### src/rtl/health_pkg.sv
// Shared types and helpers for the per-player health tracker and bar renderer.
package health_pkg;

  typedef enum logic [1:0] {
    ALIVE  = 2'd0,
    INVULN = 2'd1,
    DEAD   = 2'd2
  } hp_state_t;

  // Wide enough that every bullet slot hitting at the largest damage_unit cannot wrap.
  function automatic int dmg_width(input int len_w, input int n_bullets);
    return len_w + $clog2(n_bullets + 1);
  endfunction

  function automatic logic bullet_live(input logic [1:0] bstate);
    return (bstate == 2'b01) || (bstate == 2'b10);
  endfunction

endpackage

### src/rtl/health_channel.sv
// One player's health: live-hit count, damage/heal/regen datapath and ALIVE/INVULN/DEAD FSM.
module health_channel
  import health_pkg::*;
#(
  parameter int N_BULLETS    = 20,
  parameter int LEN_W        = 10,
  parameter int IFRAMES      = 30,
  parameter int REGEN_PERIOD = 60,
  parameter int REGEN_AMT    = 1
) (
  input  logic                      frame_clk,
  input  logic                      reset,
  input  logic [N_BULLETS-1:0]      hit,
  input  logic [N_BULLETS-1:0][1:0] bullet_state,
  input  logic [LEN_W-1:0]          damage_unit,
  input  logic [LEN_W-1:0]          len_init,
  input  logic                      heal_req,
  input  logic [LEN_W-1:0]          heal_amt,
  output logic [LEN_W-1:0]          health,
  output logic                      dying
);

  localparam int CNT_W = $clog2(N_BULLETS + 1);
  localparam int DMG_W = dmg_width(LEN_W, N_BULLETS);
  localparam int HW    = LEN_W + 1;
  localparam int IFR_W = (IFRAMES > 1) ? $clog2(IFRAMES) : 1;
  localparam int RGN_W = (REGEN_PERIOD > 1) ? $clog2(REGEN_PERIOD) : 1;

  hp_state_t          state_reg, state_next;
  logic [LEN_W-1:0]   health_reg, health_next;
  logic [LEN_W-1:0]   len_max_reg;
  logic [IFR_W-1:0]   ifr_reg, ifr_next;
  logic [RGN_W-1:0]   regen_reg, regen_next;
  logic [N_BULLETS-1:0] live_hit;
  logic [CNT_W-1:0]   hit_cnt;
  logic [DMG_W-1:0]   dmg;
  logic [HW-1:0]      h_heal, h_regen;
  logic               took_dmg;

  for (genvar gi = 0; gi < N_BULLETS; gi++) begin : g_live
    assign live_hit[gi] = hit[gi] && bullet_live(bullet_state[gi]);
  end

  assign hit_cnt = CNT_W'($countones(live_hit));
  assign dmg     = DMG_W'(hit_cnt) * DMG_W'(damage_unit);

  always_ff @(posedge frame_clk) begin
    if (reset) begin
      state_reg   <= ALIVE;
      health_reg  <= len_init;
      len_max_reg <= len_init;
      ifr_reg     <= '0;
      regen_reg   <= '0;
    end else begin
      state_reg   <= state_next;
      health_reg  <= health_next;
      ifr_reg     <= ifr_next;
      regen_reg   <= regen_next;
    end
  end

  // Damage first, then heal, then regen; heal/regen saturate at the captured full length.
  always_comb begin
    state_next  = state_reg;
    health_next = health_reg;
    ifr_next    = ifr_reg;
    regen_next  = regen_reg;
    took_dmg    = 1'b0;
    h_heal      = '0;
    h_regen     = '0;
    case (state_reg)
      ALIVE: begin
        if (dmg != '0) begin
          took_dmg    = 1'b1;
          health_next = (dmg >= DMG_W'(health_reg)) ? '0 : LEN_W'(DMG_W'(health_reg) - dmg);
          if (health_next == '0) begin
            state_next = DEAD;
          end else if (IFRAMES > 0) begin
            state_next = INVULN;
            ifr_next   = IFR_W'(IFRAMES - 1);
          end
        end
      end
      INVULN: begin
        if (ifr_reg <= IFR_W'(1)) begin
          state_next = ALIVE;
          ifr_next   = '0;
        end else begin
          ifr_next = ifr_reg - IFR_W'(1);
        end
      end
      DEAD:    health_next = '0;
      default: state_next = DEAD;
    endcase

    if (state_reg != DEAD && state_next != DEAD) begin
      if (heal_req) begin
        h_heal      = HW'(health_next) + HW'(heal_amt);
        health_next = (h_heal > HW'(len_max_reg)) ? len_max_reg : h_heal[LEN_W-1:0];
      end
      if (REGEN_PERIOD > 0) begin
        if (took_dmg || health_next >= len_max_reg) begin
          regen_next = '0;
        end else if (regen_reg == RGN_W'(REGEN_PERIOD - 1)) begin
          h_regen     = HW'(health_next) + HW'(REGEN_AMT);
          health_next = (h_regen > HW'(len_max_reg)) ? len_max_reg : h_regen[LEN_W-1:0];
          regen_next  = '0;
        end else begin
          regen_next = regen_reg + RGN_W'(1);
        end
      end
    end
  end

  always_comb begin
    health = health_reg;
    dying  = (state_next == DEAD) && (state_reg != DEAD);
  end

endmodule

### src/rtl/health_manager.sv
// Health tracker for N_PLAYERS: per-player channels, sticky game-over/loser and health-bar pixel decode.
module health_manager
  import health_pkg::*;
#(
  parameter int N_PLAYERS    = 2,
  parameter int N_BULLETS    = 20,
  parameter int LEN_W        = 10,
  parameter int BAR_X0       = 10,
  parameter int BAR_Y0       = 10,
  parameter int BAR_H        = 40,
  parameter int BAR_PITCH    = 50,
  parameter int IFRAMES      = 30,
  parameter int REGEN_PERIOD = 60,
  parameter int REGEN_AMT    = 1
) (
  input  logic                                frame_clk,
  input  logic                                reset,
  input  logic [N_PLAYERS-1:0][N_BULLETS-1:0] hit,
  input  logic [N_BULLETS-1:0][1:0]           bullet_state,
  input  logic [LEN_W-1:0]                    damage_unit,
  input  logic [LEN_W-1:0]                    len_init,
  input  logic [N_PLAYERS-1:0]                heal_req,
  input  logic [LEN_W-1:0]                    heal_amt,
  input  logic [9:0]                          DrawX,
  input  logic [9:0]                          DrawY,
  output logic                                is_healthbar,
  output logic [1:0]                          bar_id,
  output logic [N_PLAYERS-1:0][LEN_W-1:0]     health,
  output logic                                gameover,
  output logic [1:0]                          loser_id
);

  localparam int PX_W = ((LEN_W > 10) ? LEN_W : 10) + 2;

  logic [N_PLAYERS-1:0] dying;
  logic [N_PLAYERS-1:0] in_bar;
  logic [1:0]           first_dying;
  logic                 gameover_reg;
  logic [1:0]           loser_id_reg;
  logic [PX_W-1:0]      x_ext, y_ext;

  for (genvar gi = 0; gi < N_PLAYERS; gi++) begin : g_player
    health_channel #(
      .N_BULLETS    (N_BULLETS),
      .LEN_W        (LEN_W),
      .IFRAMES      (IFRAMES),
      .REGEN_PERIOD (REGEN_PERIOD),
      .REGEN_AMT    (REGEN_AMT)
    ) u_channel (
      .frame_clk    (frame_clk),
      .reset        (reset),
      .hit          (hit[gi]),
      .bullet_state (bullet_state),
      .damage_unit  (damage_unit),
      .len_init     (len_init),
      .heal_req     (heal_req[gi]),
      .heal_amt     (heal_amt),
      .health       (health[gi]),
      .dying        (dying[gi])
    );
  end

  always_comb begin
    first_dying = '0;
    for (int p = N_PLAYERS - 1; p >= 0; p--) begin
      if (dying[p]) first_dying = 2'(p);
    end
  end

  // Only the first death latches; later deaths leave loser_id alone.
  always_ff @(posedge frame_clk) begin
    if (reset) begin
      gameover_reg <= 1'b0;
      loser_id_reg <= '0;
    end else if (!gameover_reg && (|dying)) begin
      gameover_reg <= 1'b1;
      loser_id_reg <= first_dying;
    end
  end

  assign gameover = gameover_reg;
  assign loser_id = loser_id_reg;

  assign x_ext = PX_W'(DrawX);
  assign y_ext = PX_W'(DrawY);

  // Bar rows are inclusive at both ends; an empty bar (health 0) has x_end == BAR_X0.
  for (genvar gi = 0; gi < N_PLAYERS; gi++) begin : g_bar
    localparam int Y_TOP = BAR_Y0 + gi * BAR_PITCH;
    logic [PX_W-1:0] x_end;
    assign x_end      = PX_W'(BAR_X0) + PX_W'(health[gi]);
    assign in_bar[gi] = (x_ext >= PX_W'(BAR_X0)) && (x_ext < x_end) &&
                        (y_ext >= PX_W'(Y_TOP)) && (y_ext <= PX_W'(Y_TOP + BAR_H));
  end

  always_comb begin
    bar_id = '0;
    for (int p = N_PLAYERS - 1; p >= 0; p--) begin
      if (in_bar[p]) bar_id = 2'(p);
    end
  end

  assign is_healthbar = |in_bar;

endmodule

### config.mk
export PLATFORM = sky130hd
export DESIGN_NAME = health_manager
export DESIGN_NICKNAME = d
export VERILOG_FILES = /design/src/rtl/health_pkg.sv /design/src/rtl/health_channel.sv /design/src/rtl/health_manager.sv
export SDC_FILE = /design/constraint.sdc
export NUM_CORES = 1
export LEC_CHECK = 0
export ABC_AREA = 1
export CAP_MARGIN = 10
export CORE_MARGIN = 10
export CORE_UTILIZATION = 54
export DETAILED_ROUTE_END_ITERATION = 6
export PLACE_DENSITY = 0.83
export SYNTH_ARGS = -nofsm -noshare
export SYNTH_HDL_FRONTEND = slang
export SYNTH_SLANG_ARGS = --single-unit
### constraint.sdc
create_clock -name frame_clk -period 12.4 [get_ports frame_clk]
set_input_delay 1.24 -clock frame_clk [delete_from_list [all_inputs] [get_ports frame_clk]]
set_output_delay 1.24 -clock frame_clk [all_outputs]
set_load 0.005 [all_outputs]
---- After elaboration in Yosys (flattened, before gate mapping) ----
Index checks and enable logic that the tools add are counted.
Widths: inputs -> output; s select.
word-level totals
  bits of input ports ..................... 134
  output and inout port bits .............. 26
  bits in registers ....................... 59
operators by class
  magnitude comparators ................... 17
  equality and inequality tests ........... 56
  reductions and logical operators ........ 86
  mux-type cells .......................... 50
  multipliers ............................. 2
  add/subtract/negate cells ............... 50
operators by type and width
  cell                   number
  $mux 10                20
  $add 5x5->5            18
  $logic_and 1x1->1      51
  $eq 2x2->1 const B     24
  $eq 2x1->1 const B     22
  $gt 11x10->1           4
  $add 1x1->2            20
  $pmux 10 s2            2
  $ge 15x10->1           2
  $mul 5x10->15          2
  $mux 5                 6
  $reduce_bool 15->1     2
  $mux 6                 4
  $add 10x1->11 const B  2
  $add 10x10->11         2
  $add 4x10->11 const A  2
  $logic_or 1x1->1       22
  $lt 10x11->1           2
  $ge 10x10->1           2
  $ge 10x4->1 const B    2
  $logic_not 10->1       2
  $pmux 5 s2             2
  $sub 10x10->10         2
  $mux 2                 8
  16 further kinds       36

---- Logic depth before layout (Yosys ltp) ----
Gate-level depths: netlist of the first run.
  word-level depth ........................ 25
  gate-level depth with buffers ........... 88

---- Cells and area by module ----
From an unflattened synthesis of the first run, not the netlist that was laid out.
second synthesis, totals
  cell total of the unflattened synthesis .. 2253
  area, all modules ....................... 14642.8 µm²
modules (own cells, without submodules)
  module                                   sequential area each (µm²)  cells each  instances  area an instance (µm²)
  health_channel at g_player[1].u_channel  760.7                       1071        1          6861.6
  health_channel at g_player[0].u_channel  760.7                       1028        1          6829.0
  health_manager                           40.0                        154         1          952.2

---- Least setup slack after synthesis of the first run ----
OpenSTA, ideal clock, no wires.
  path type ............................... input to register
  from .................................... in bullet_state[24] in the netlist's numbering
  to ...................................... reg g_player[0].u_channel.health_reg[2]
  arrival time ............................ 13.126 ns
  data required time ...................... 12.287 ns
  slack ................................... -0.839 ns
  buffers on the path ..................... 3
  stages .................................. 73
  setup time .............................. 0.113 ns
  cell sequence ........................... xnor2_1 nor2_1 ha_1 fa_1 fa_1 fa_1 fa_1 inv_1 fa_1 xnor2_1 inv_1 nor2_1 fa_1 fa_1 inv_1 fa_1 inv_1 ha_1 (+37 left out) nand2_1 ha_1 nand3_1 nor3_4 nand2_1 nand2_1 and2_1 ha_1 nand4_1 o41ai_1 nand2_2 buf_6 nand2_1 nand3_1 o21ai_1 nand2_1 nand2_1 nand2_1
between the ends
  word-level cells in the longest chain between the ends .. 25
RTL lines
  what                                                   line                   text
  start: declaration                                     health_manager.sv:19   input logic [N_BULLETS-1:0][1:0] bullet_state,
  $eq 2x1->1 / $eq 2x2->1 (equally long branches)        health_pkg.sv:16       return (bstate == 2'b01) || (bstate == 2'b10);
  $logic_or 1x1->1 (*)                                   health_pkg.sv:16
  $logic_and 1x1->1 (*)                                  health_channel.sv:41   assign live_hit[gi] = hit[gi] && bullet_live(bullet_state[gi]);
  $add 1x1->2 (not written as such) (*)                  health_channel.sv:44   assign hit_cnt = CNT_W'($countones(live_hit));
  $add 5x5->5 (not written as such) (*) (4 in a row)     health_channel.sv:44
  $mul 5x10->15 (*)                                      health_channel.sv:45   assign dmg = DMG_W'(hit_cnt) * DMG_W'(damage_unit);
  $ge 15x10->1 / $sub 10x10->10 (equally long branches)  health_channel.sv:75   health_next = (dmg >= DMG_W'(health_reg)) ? '0 : LEN_W'(DMG_W'(health_reg) - dmg);
  $mux 10                                                health_channel.sv:75
  (+6 left out)                                          n/a
  $mux 10                                                health_channel.sv:96   if (state_reg != DEAD && state_next != DEAD) begin
  $add 10x1->11                                          health_channel.sv:105  h_regen = HW'(health_next) + HW'(REGEN_AMT);
  $gt 11x10->1                                           health_channel.sv:106  health_next = (h_regen > HW'(len_max_reg)) ? len_max_reg : h_regen[LEN_W-1:0];
  $mux 10                                                health_channel.sv:106
  $mux 10                                                health_channel.sv:104  end else if (regen_reg == RGN_W'(REGEN_PERIOD - 1)) begin
  $mux 10                                                health_channel.sv:102  if (took_dmg || health_next >= len_max_reg) begin
  $mux 10 (*)                                            health_channel.sv:96
  $mux 10 (*)                                            health_channel.sv:48   if (reset) begin
  end signal: assignment                                 health_channel.sv:50   health_reg <= len_init;
  end signal: assignment                                 health_channel.sv:56   health_reg <= health_next;
  end: declaration                                       health_channel.sv:30   logic [LEN_W-1:0] health_reg, health_next;
Mark *: on every way between the ends. The rest lies on a longest branch, timed or not. The select of a mux whose other input is x is not followed.
A chain may end at the register's enable or synchronous reset.

---- Worst setup path in the final report of the first run ----
  from .................................... in bullet_state[29] in the netlist's numbering
  to ...................................... reg g_player[0].u_channel.health_reg[3]
The elaborated chain is that of the path after synthesis.

==> results of run 1 <==
metrics by stage:
stage               instance area (sq um)  setup TNS [ns]
global placement                    18800          -38.32
detailed placement                  18800          -46.87
floorplan                           14700          -0.435
global route                        22100          -52.74
CTS                                 20700           -9.59
finish                              22100          -42.05
routing by layer:
layer / wire length (um) / up-vias
li1: - / 8074
met1: 22500 / 8649
met5: 0 / -
met3: 7400 / 616
met4: 6650 / 0
met2: 32600 / 1600
how the worst min path moves through the flow:
stage / start / to / slack [ns]
floorplan: g_player[0].u_channel.regen_reg[5] / g_player[0].u_channel.regen_reg[5] / 0.44
global placement: g_player[0].u_channel.regen_reg[5] / g_player[0].u_channel.regen_reg[5] / 0.46
detailed placement: g_player[0].u_channel.regen_reg[5] / g_player[0].u_channel.regen_reg[5] / 0.47
CTS: g_player[0].u_channel.regen_reg[4] / g_player[0].u_channel.regen_reg[4] / 0.50
global route: g_player[0].u_channel.regen_reg[4] / g_player[0].u_channel.regen_reg[4] / 0.52
finish: g_player[0].u_channel.regen_reg[4] / g_player[0].u_channel.regen_reg[4] / 0.50
critical path: cells and delay by family:
family	cells	cell delay, ns
XOR/XNOR	3	0.71
AO/OA/AOI/OAI	1	0.36
buffers and inverters	12	1.22
adder cells (fa/ha/maj)	14	5.50
AND/OR/NAND/NOR	36	5.11
Yosys cell counts, types with 3 or more instances:
cell	number	area (sq um)
nand2_1	564	2120
inv_1	387	1450
nor2_1	221	830
ha_1	220	2750
nand3_1	129	646
a21oi_1	99	495
fa_1	80	1600
o21ai_0	57	285
xor2_1	49	429
dfxtp_1	48	961
nand4_1	39	244
xnor2_1	35	307
nand2_2	33	206
a31oi_1	24	150
nor3_1	21	105
clkbuf_1	14	52.6
inv_2	12	45.0
buf_2	11	55.1
nor2_2	11	68.8
edfxtp_1	10	300
o21ai_1	10	50.1
nand3_2	9	90.1
nor2_4	9	101
a211oi_1	8	60.1
o21bai_1	7	52.6
o211ai_1	6	45.0
or2_2	6	37.5
a21o_1	5	37.5
buf_6	5	56.3
nand3b_1	5	37.5
a221oi_1	4	35.0
clkinv_1	4	15.0
buf_4	3	22.5
nand2_4	3	33.8
nor4_1	3	18.8
o2111ai_1	3	26.3
o21a_1	3	22.5
cells by family (layout without fill, tap and decap cells):
| kind of cell | after synthesis | count (layout) | synth area share [%] |
|---|---|---|---|
| buf+inv | 436 | 1011 | 12.1 |
| simple gates | 1060 | 1062 | 32.7 |
| flops | 58 | 58 | 8.99 |
| fa+ha+maj | 300 | 300 | 31.0 |
| other cells | 1 | 5 | 0.0267 |
| compound gates | 240 | 240 | 9.86 |
| xor+xnor | 84 | 84 | 5.24 |
area by class of cell:
class | instances | area (sq um) | area share, %
inverters | 403 | 1540 | 6.95
well taps | 330 | 413 | 1.87
flip-flops and latches | 58 | 1260 | 5.71
clock inverters | 4 | 30.0 | 0.136
multi-input cells | 1688 | 13700 | 62.1
clock buffers | 12 | 279 | 1.26
repair inverters | 1 | 5.00 | 0.0227
repair buffers | 591 | 4840 | 21.9
diodes | 3 | 7.51 | 0.0340
repair_timing:
item,4_1_cts,5_1_grt
setup endpoints to repair,32,32
pin swaps,221,224
setup buffers,89,37
resized for setup,442,261
cloned,4,0
==> results.ini, run 1 <==
[critical_path]
cp.arrival_ns = 14.14
crit_required_ns = 12.62
reg2reg_depth = 46
critPathMaxFanout = 9
setup.worst_path.end_class = flip-flop
startpoint = bullet_state[29]
endpoint = g_player[0].u_channel.health[3]
crit_slowest_cell = fa_1
r2r_end = g_player[1].u_channel.health[7]
reg2reg_from = g_player[1].u_channel.health[4]
cp-start-kind = primary input
critPathMaxStageDelay_ns = 0.58
path_common_cell = nand2_1
r2r_slack_ns = 4.80
worstSetupPathType = primary input to flip-flop

[global_routing]
antenna_found_initial = 3
use_met2_pct = 58.0
grt-ovfl-total = 0
grt_max_degree = 51
use_met1_pct = 35.3
grt_pass1_wl_mm = 89.4
grt.met3_usage_pct = 5.33
grt-busiest-layer = met2
grt_pass1_vias = 18100
gr-usage-all-layers_pct = 32.8

[sta]
hold_violations = 0
max_freq_mhz = 71.9
drv_slew = 0
fin_crit_ns = 13.92
timing.hold.ws_ns = 0.498
final.setup_skew_ns = 0.00574
min_period_over_period_pct = 112
rsz0062_at_grt = true
timing.slew.headroom_pct = 31.4
worst_pin_slew_ns = 1.03
setup_violations = 32
fin_ws_ns = -1.52

[min_path]
holdCritPathClass = flip-flop to flip-flop
holdPathStages = 2

[clock_tree]
postCtsHoldBufs = 0
cts_num_sinks = 58
h-tree-depth = 3
cts-root-buf = clkbuf_16
path_clk_slew_ns = 0.05
clk_path_buf_depth = 2
worstSkewPairLatency_ns = 0.34
cts_buffers = 9
tritoncts = yes

[synthesis]
synth_ff_type = dfxtp_1
synth_edf_count = 10
postSynth.asyncResetShare_pct = 0
ys_seq_area_share_pct = 8.99
ys_ff_latch = 58
yosysUniqueCellTypes = 53
avgSynthCellArea_sq_um = 6.44
yosysWarnings = 0
synth_area_sq_um = 14000
post_synth_inst_count = 2179

[placed_design]
hpwl_mm = 41.5
gpl.final_weighted_congestion = 1.02
pre_cts_slack_ns = -1.57
dp.cells = 2943
port_buffers = 157

[final_layout]
finalNetCount = 3186
areaGrowthSynthToFinish_pct = 57.4
mostFrequentLayoutCell = nand2_1
drive_gt1_share_pct = 37.4
stdcell_count = 3090
num-fill-cells = 1235
largest_register_ffs = 20
final_cell_mix = nand2_1 (445), buf_4 (405), inv_1 (335), nor2_1 (165), ha_1 (150)
utilization_pct = 86.9

[die]
rows = 58
dieArea_sq_um = 32800
core_sq_um = 25400
ios = 160
initial_utilization_pct = 55.2
dieWidth_um = 181
die_y_um = 181

[drt]
num_vias = 18900
antenna_left = 0
drt-initial-drc-count = 2480
routed_via_density = 6.13
route.detailed.drc = 4
wl_per_cell_um = 22.4
first_pass_iters = 7
totalWireLength_mm = 69.1

[status]
violations = design-rule violations, negative setup slack
status = complete, but fails checks

[flow_run]
maxCapViolCount = 0

Power of run 1 is not shown: default switching activity piles up to over one toggle a cycle in this logic, so the estimate is an artifact.
==> run 2, diff against run 1 <==
- CAP_MARGIN: 10 -> 0
- SKIP_LAST_GASP: default -> 1
==> run 2 against run 1 <==
Against the previous run:
- the flow still finishes with violations (design-rule violations, negative setup slack)
- critical path depth rose by 8
- register-to-register slack got worse by 0.12 ns
- setup slack worse by 0.12 ns
- die area unchanged
- via count down 1.2%
- first-iteration DRC count decreased by 17%
- hold slack got worse by 0.0027 ns
- core utilization down 0.79 points
- final cell count about the same
- global-route usage barely moved
- routed wire length down 2.6%
- largest cell class unchanged
==> results.ini, run 2 (synthesized netlist as in run 1, its figures left out) <==
[status]
status = complete, but fails checks  ; unchanged
violations = design-rule violations, negative setup slack  ; unchanged

[global_routing]
grt_max_degree = 51  ; unchanged
grt_pass1_vias = 18100  ; about the same
grt-ovfl-total = 0  ; unchanged
antenna_found_initial = 3  ; unchanged
gr-usage-all-layers_pct = 32.8  ; about the same
grt_pass1_wl_mm = 89.3  ; was 89.4 mm

[drt]
route.detailed.drc = 1  ; was 4
wl_per_cell_um = 21.8  ; was 22.4 um
routed_via_density = 6.06  ; was 6.13
first_pass_iters = 7  ; unchanged
drt-initial-drc-count = 2055  ; was 2480
antenna_left = 0  ; unchanged
num_vias = 18700  ; was 18900
totalWireLength_mm = 67.3  ; was 69.1 mm

[critical_path]
crit_required_ns = 12.67  ; was 12.62 ns
worstSetupPathType = primary input to flip-flop  ; unchanged
critPathMaxStageDelay_ns = 0.67  ; was 0.58 ns
cp.arrival_ns = 14.31  ; was 14.14 ns
cp-start-kind = primary input  ; unchanged
reg2reg_depth = 53  ; was 46
reg2reg_from = g_player[1].u_channel.health[2]  ; was g_player[1].u_channel.health[4]
r2r_end = g_player[1].u_channel.health[7]  ; unchanged
critPathMaxFanout = 7  ; was 9
setup.worst_path.end_class = flip-flop  ; unchanged
crit_slowest_cell = fa_1  ; unchanged
path_common_cell = nand2_1  ; unchanged
r2r_slack_ns = 4.68  ; was 4.80 ns

[flow_run]
maxCapViolCount = 0  ; unchanged

[final_layout]
drive_gt1_share_pct = 36.8  ; was 37.4%
mostFrequentLayoutCell = nand2_1  ; unchanged
final_cell_mix = nand2_1 (445), buf_4 (406), inv_1 (339), nor2_1 (166), ha_1 (152)  ; was nand2_1 (445), buf_4 (405), inv_1 (335), nor2_1 (165), ha_1 (150)
finalNetCount = 3184  ; was 3186
areaGrowthSynthToFinish_pct = 56.0  ; was 57.4%
largest_register_ffs = 20  ; unchanged

[clock_tree]
worstSkewPairLatency_ns = 0.33  ; was 0.34 ns
path_clk_slew_ns = 0.05  ; about the same
tritoncts = yes  ; unchanged
cts-root-buf = clkbuf_16  ; unchanged
clk_path_buf_depth = 2  ; unchanged
cts_buffers = 9  ; unchanged
cts_num_sinks = 58  ; unchanged
h-tree-depth = 3  ; unchanged
postCtsHoldBufs = 0  ; unchanged

[placed_design]
port_buffers = 157  ; unchanged
hpwl_mm = 41.5  ; unchanged
gpl.final_weighted_congestion = 1.02  ; unchanged
pre_cts_slack_ns = -1.57  ; unchanged

[min_path]
min-delay-start = g_player[0].u_channel.regen_reg[4]  ; unchanged
hold_path_end = g_player[0].u_channel.regen_reg[4]  ; unchanged
holdPathStages = 2  ; unchanged
holdCritPathClass = flip-flop to flip-flop  ; unchanged

[die]
die_y_um = 181  ; unchanged
dieArea_sq_um = 32800  ; unchanged
core_sq_um = 25400  ; unchanged
initial_utilization_pct = 55.2  ; unchanged
rows = 58  ; unchanged
ios = 160  ; unchanged
dieWidth_um = 181  ; unchanged

[sta]
timing.slew.headroom_pct = 36.6  ; was 31.4%
fin_ws_ns = -1.64  ; was -1.52 ns
worst_pin_slew_ns = 0.948  ; was 1.03 ns
fin_crit_ns = 14.04  ; was 13.92 ns
min_period_over_period_pct = 113  ; was 112%
setup_violations = 32  ; unchanged
drv_slew = 0  ; unchanged
final.setup_skew_ns = 0.00516  ; was 0.00574 ns
timing.hold.ws_ns = 0.495  ; was 0.498 ns
max_freq_mhz = 71.2  ; was 71.9 MHz
rsz0062_at_grt = true  ; unchanged
hold_violations = 0  ; unchanged

## run 2: how the worst max path moves through the flow
stage / start / to / slack [ns] / depth (start not counted)
2_1_floorplan: bullet_state[38] / g_player[1].u_channel.health[2] / -0.07 / 84
3_3_place_gp: bullet_state[14] / g_player[0].u_channel.health[5] / -1.33 / 73
3_5_place_dp: bullet_state[14] / g_player[0].u_channel.health[5] / -1.57 / 77
4_1_cts: bullet_state[13] / g_player[1].u_channel.health[3] / -0.43 / 82
5_1_grt: hit[36] / g_player[1].u_channel.health[7] / -2.11 / 72
6_report: bullet_state[14] / g_player[1].u_channel.health[7] / -1.64 / 74
## run 2: per-layer routing
metal,track usage [%],routed length (um)
met1,35.1,21900
met2,58.1,31700
met3,5.49,7080
met4,22.0,6580
met5,0,12
## run 2: repair_timing
item	CTS	global route
pin swaps	219	219
gates resized for setup	438	218
gates cloned	4	1
setup endpoints to repair	32	32
buffers inserted	89	34
## run 2: worst max-delay path, delay by kind of cell
kind	cells	cell delay, ns
buffers and inverters	12	1.23
XOR/XNOR	4	0.76
adder cells (fa/ha/maj)	15	5.82
AND/OR/NAND/NOR	31	3.40
AO/OA/AOI/OAI	12	1.78
## run 2: metrics by stage
step	util [%]	cells	TNS, ns	area, sq um
after detailed placement	74.1	2943	-46.87	18800
after global placement	74.1	2943	-38.32	18800
after global routing	86.1	3088	-54.72	21900
after floorplan	-	2180	-0.435	14700
final	86.1	3088	-40.58	21900
after CTS	81.6	3052	-9.65	20700
## run 2: layout make-up
type,count,area (sq um)
clock buffers,12,279
clock inverters,4,30.0
diodes,3,7.51
repair inverters,1,5.00
multi-input cells,1688,13600
well taps,330,413
flip-flops and latches,58,1260
repair buffers,589,4770
inverters,403,1540
fillers,1292,3520
Power of run 2 is left out for the same reason.
